===== src/rtl/fft_sp_framer_pkg.sv =====
// fft_pkg: shared sample types and index helpers for the FFT front end
package fft_pkg;
  localparam int DW = 17;
  localparam int SAMPLE_W = 2 * DW;

  typedef struct packed {
    logic [DW-1:0] im;
    logic [DW-1:0] re;
  } cplx_t;

  function automatic int clog2(input int n);
    int r;
    r = 0;
    while ((1 << r) < n) r++;
    return r;
  endfunction

  function automatic logic [31:0] bitrev(input logic [31:0] idx, input int nbits);
    logic [31:0] r;
    r = '0;
    for (int i = 0; i < nbits; i++) r[i] = idx[nbits-1-i];
    return r;
  endfunction
endpackage


===== src/rtl/sp_bank.sv =====
// sp_bank: one frame of sample storage, single write port, LANES-wide beat read
module sp_bank import fft_pkg::*; #(
  parameter int SW = SAMPLE_W,
  parameter int POINTS = 16,
  parameter int LANES = 4,
  localparam int AW = clog2(POINTS),
  localparam int BW = (POINTS > LANES) ? clog2(POINTS / LANES) : 1
) (
  input  logic                clk,
  input  logic                rst_n,
  input  logic                we,
  input  logic [AW-1:0]       addr,
  input  logic [SW-1:0]       wdata,
  input  logic [BW-1:0]       beat,
  output logic [LANES*SW-1:0] rdata
);
  logic [SW-1:0] mem [POINTS];

  // sample storage, cleared on reset so idle output data reads as zero
  always_ff @(posedge clk or negedge rst_n)
    if (!rst_n)
      for (int i = 0; i < POINTS; i++) mem[i] <= '0;
    else if (we)
      mem[addr] <= wdata;

  // unregistered beat read: lane k comes from address beat*LANES+k
  always_comb
    for (int k = 0; k < LANES; k++) rdata[k*SW +: SW] = mem[AW'(int'(beat) * LANES + k)];
endmodule


===== src/rtl/fft_sp_framer.sv =====
// fft_sp_framer: ping-pong serial-to-parallel framer with optional bit-reversed order
module fft_sp_framer #(
  parameter int DW = 17,
  parameter int POINTS = 16,
  parameter int LANES = 4
) (
  input  logic                  clk,
  input  logic                  rst_n,
  input  logic                  bitrev_en,
  input  logic                  in_valid,
  output logic                  in_ready,
  input  logic [2*DW-1:0]       in_data,
  input  logic                  in_last,
  output logic                  out_valid,
  input  logic                  out_ready,
  output logic [LANES*2*DW-1:0] out_data,
  output logic                  out_sof,
  output logic                  out_eof,
  output logic                  frame_err
);
  import fft_pkg::*;

  localparam int SW = 2 * DW;
  localparam int AW = clog2(POINTS);
  localparam int NB = POINTS / LANES;
  localparam int BW = (NB > 1) ? clog2(NB) : 1;

  logic [AW-1:0]       wr_idx, addr;
  logic [BW-1:0]       beat;
  logic [1:0]          full;
  logic                wr_sel, rd_sel, mode, mode_eff, acc, wr_done, last_beat, drain;
  logic [LANES*SW-1:0] rd [2];

  assign in_ready  = !full[wr_sel];
  assign out_valid = full[rd_sel];
  assign acc       = in_valid && in_ready;
  assign wr_done   = acc && wr_idx == AW'(POINTS - 1);
  assign last_beat = beat == BW'(NB - 1);
  assign drain     = out_valid && out_ready && last_beat;
  assign mode_eff  = (wr_idx == '0) ? bitrev_en : mode;
  assign addr      = mode_eff ? AW'(bitrev(32'(wr_idx), AW)) : wr_idx;
  assign out_sof   = out_valid && beat == '0;
  assign out_eof   = out_valid && last_beat;
  assign out_data  = rd[rd_sel];

  // write side: index, bank select, per-frame order latch and short-frame error pulse
  always_ff @(posedge clk or negedge rst_n)
    if (!rst_n) begin
      wr_idx    <= '0;
      wr_sel    <= 1'b0;
      mode      <= 1'b0;
      frame_err <= 1'b0;
    end else begin
      frame_err <= acc && in_last && !wr_done;
      if (acc) begin
        if (wr_idx == '0) mode <= bitrev_en;
        wr_idx <= (wr_done || in_last) ? '0 : wr_idx + 1'b1;
        wr_sel <= wr_sel ^ wr_done;
      end
    end

  // read side: beat counter walks the frame, then hands the bank back
  always_ff @(posedge clk or negedge rst_n)
    if (!rst_n) begin
      beat   <= '0;
      rd_sel <= 1'b0;
    end else if (out_valid && out_ready) begin
      beat   <= last_beat ? '0 : beat + 1'b1;
      rd_sel <= rd_sel ^ last_beat;
    end

  // bank occupancy: a completing frame's set overrides a same-cycle free
  always_ff @(posedge clk or negedge rst_n)
    if (!rst_n)
      full <= '0;
    else
      full <= (full & ~({1'b0, drain} << rd_sel)) | ({1'b0, wr_done} << wr_sel);

  for (genvar b = 0; b < 2; b++) begin : g_bank
    sp_bank #(.SW(SW), .POINTS(POINTS), .LANES(LANES)) u_bank (
      .clk   (clk),
      .rst_n (rst_n),
      .we    (acc && wr_sel == 1'(b)),
      .addr  (addr),
      .wdata (in_data),
      .beat  (beat),
      .rdata (rd[b])
    );
  end
endmodule


===== config.mk =====
export PLATFORM = sky130hd
export DESIGN_NAME = fft_sp_framer
export DESIGN_NICKNAME = d
export VERILOG_FILES = /design/src/rtl/fft_sp_framer_pkg.sv /design/src/rtl/sp_bank.sv /design/src/rtl/fft_sp_framer.sv
export SDC_FILE = /design/constraint.sdc
export NUM_CORES = 2
export LEC_CHECK = 0
export CAP_MARGIN = 20
export CORE_MARGIN = 2
export CORE_UTILIZATION = 65
export CTS_CLUSTER_SIZE = 12
export DETAILED_ROUTE_END_ITERATION = 10
export PLACE_DENSITY_LB_ADDON = 0.3
export SLEW_MARGIN = 20
export SYNTH_ARGS = -nofsm -noshare
export SYNTH_HDL_FRONTEND = slang
export SYNTH_SLANG_ARGS = --single-unit

===== constraint.sdc =====
create_clock -name clk -period 8 [get_ports clk]
set_input_delay 2 -clock clk [delete_from_list [all_inputs] [get_ports clk]]
set_output_delay 2 -clock clk [all_outputs]
set_load 0.01 [all_outputs]

==> impl_results.md <==
* CP bufs+invs at 2
* CTS Buf Count at 110
* I/O Buffers at 180
* Die ar. at slightly below 80000 um2
* R2R cell count at 8
* Antenna viol nets, final at 0
* Vias per cell at about 6.4
* Startpoint type of the worst setup path: flop
* Power per cell area at ~260 nW/um2
* Crit share post-route at 0.729
* Clk Latency, worst-skew pair at around 0.67 ns
* Post-synth EDFFs at 0
* Critical Path AT at roughly 3.8 ns
* Post-Syn Nets at ~3000
* VDD IR max at about 180 uV
* Number of DRC markers in iteration 0 at 1649
* Sum Neg Setup Slack at 0 ns
* Pre-CTS setup slack at 2.75 ns
* Critical path's slowest cell: dfrtp_4
* Comb power frac at 0.177
* Worst Max-Slew Pin Slew at between 1 and 1.5 ns
* Final setup fails at 0
* First-pass DRT Iterations at 5
* Inserted Diodes at 0
* # Max-Cap Violations at 0
* Placed cell areas at 52200 um2
* Ys flop type: dfrtp_1
* Initial core utilization at 0.656
* Slew margin rel. at 0.218
* Crit end category: output pin
* Max FO, Critical Path at 48
* Worst reg2reg path startpoint: wr_idx[0]
* GRT overflow at 0
* Clock power frac at 0.336
* Seq cells post-synth at 1100
* CTS Buffer Depth at 3
* Core Rows at approximately 100
* CTS tree: yes
* Largest stage delay on the critical path at about 1.1 ns
* Clock transition at path regs at 0.06 ns
* Peak Freq at between 0.15 and 0.2 GHz
* Hold_sp: g_bank[1].u_bank.mem[256]
* Hold bufs inserted after CTS at 0
* Status: complete, no violations
* Sw Pwr at 3.49 mW
* Final setup margin at 2.17 ns
* Total wire length at between 100 and 150 mm
* Fillers at between 4000 and 5000
* H-tree Lvls at 3
* Cells after synthesis at about 3000
* GP Congestion at slightly below 0.8
* Switching share of total power at 0.243
* DP Wirelength at between 60 and 70 mm
* Die height at 281 um
* First-pass GRT wire length at between 150 and 200 mm
* Clock root cell: clkbuf_16
* Internal at around 11 mW
* CP top delay family: buffers and inverters
* Vias in the first global route at 30100
* Most frequent cells in the layout: 1097 x dfrtp_1, 1082 x mux2_2, 272 x mux4_2
* Worst Setup Path Type: flop to output pin
* Ys async rst share at 1.00
* Share of cells above drive strength 1 at 0.537
* Crit path cell chain: buf_4 > mux4_2 > mux2_2 > clkdlybuf4s50_1
* Fin. Hold Viols at 0
* All-Layer GR Usage at 0.299
* # DRC at 0
* Post-layout net count at between 3000 and 4000
* Flop pwr share at 0.487
* Post-synthesis sequential area ratio at 0.553
* Leakage power at 25.9 nW
* Tmin final at roughly 5.8 ns
* Worst min path class: flop to flop
* WL/cell at 27.2 um
* Max-slew violation count at 0
* Final setup skew at 0.0193 ns
* WP depth at 4
* Commonest non-fill, non-tap cell in the layout: dfrtp_1
* Setup Fix Bufs, Post-CTS at 0
* Synth cell types at 41
* Syn_area_per_cell at 16.6 um2
* CP startpoint: beat[0]
* Syn. warnings at 0
* Via count at 26700
* Unrepaired setup endpoints after global routing: false
* Pin count of the biggest net entering global routing at roughly 180
* I/O pin count at roughly 180
* Post-Syn Area at roughly 50000 um2
* Antenna violations before repair at 0
* Die width at between 200 and 300 um
* Hold depth at 1
* Area Overhead vs Synth at 11.3%
* Clock sink count at 1100
* Post-route cell area at ~55000 um2
* Critical path required time at 6.00 ns
* Core Footprint at 75900 um2
* # resized after CTS at 0
==> final cells by class <==
cell class              instances  area [um2]  area share
flip-flops and latches       1100       27500       0.497
multi-input cells            1608       21000       0.378
clock buffers                 164        3220      0.0580
repair buffers                232        2310      0.0416
well taps                    1030        1290      0.0232
clock inverters                15         104     0.00187
inverters                       6        22.5    0.000406
==> registers in the layout, summed over array words and instances, names as in the netlist <==
register           cells
mode                   1
g_bank.u_bank.mem   1088
full                   2
beat                   2
wr_sel                 1
rd_sel                 1
frame_err              1
wr_idx                 4
==> through the flow <==
stage | power (mW) | util | instances | hold WS (ns)
after global placement | 9.39 | 0.687 | 3973 | 0.462
final | 14.4 | 0.730 | 4155 | 0.481
after CTS | 14.5 | 0.731 | 4152 | 0.484
after detailed placement | 9.62 | 0.687 | 3973 | 0.471
after global routing | 15.0 | 0.730 | 4155 | 0.491
after floorplan | 8.66 | - | 3002 | 0.452
==> power by group through the flow <==
stage | clock network, mW | registers (mW) | logic [mW]
finish | 4.82 | 7.00 | 2.54
global route | 5.14 | 7.10 | 2.73
CTS | 4.89 | 6.99 | 2.58
detailed placement | 0 | 7.07 | 2.55
global placement | 0 | 6.97 | 2.43
floorplan | 0 | 6.87 | 1.79
==> synth_stat cells, types with 6 or more instances <==
library cell  instances  area, um2
nand3_2               6       60.1
clkbuf_1            145        544
buf_4                10       75.1
o21ai_0               7       35.0
buf_2               109        546
mux4_2              272       6130
buf_1                 9       33.8
mux2_1               84        946
nor2_1               11       41.3
mux2_4               61        916
and2_1                7       43.8
mux2_2             1082      12200
nor3_2                6       60.1
ha_1                  6       75.1
dfrtp_1            1100      27500
nand2_1              20       75.1
buf_6                15        169
==> metal layers <==
layer	wire [um]	GRT usage	vias to the layer above
met5	0	0	-
met4	3570	0.0975	0
met3	5080	0.0498	228
met2	59100	0.517	613
met1	45200	0.389	14600
li1	-	-	11200
==> final timing paths <==
check,end,slack [ns]
max,out_data[88],2.17
min,g_bank[1].u_bank.mem[256],0.48
max reg2reg,g_bank[1].u_bank.mem[368],4.29
min reg2reg,g_bank[1].u_bank.mem[256],0.48
max in group asynchronous,beat[0],5.09
min in group asynchronous,g_bank[1].u_bank.mem[368],1.27
==> cells by family (layout without fill, tap and decap cells) <==
kind of cell	Yosys count	count (layout)	synth area share
AO/OA/AOI/OAI	21	21	0.00317
XOR/XNOR	1	1	0.000176
adder cells (fa/ha/maj)	6	6	0.00151
buffers and inverters	294	417	0.0279
flip-flops	1100	1100	0.553
multiplexers	1501	1501	0.405
AND/OR/NAND/NOR	79	79	0.00912
Power figures use the tool's default switching activity.
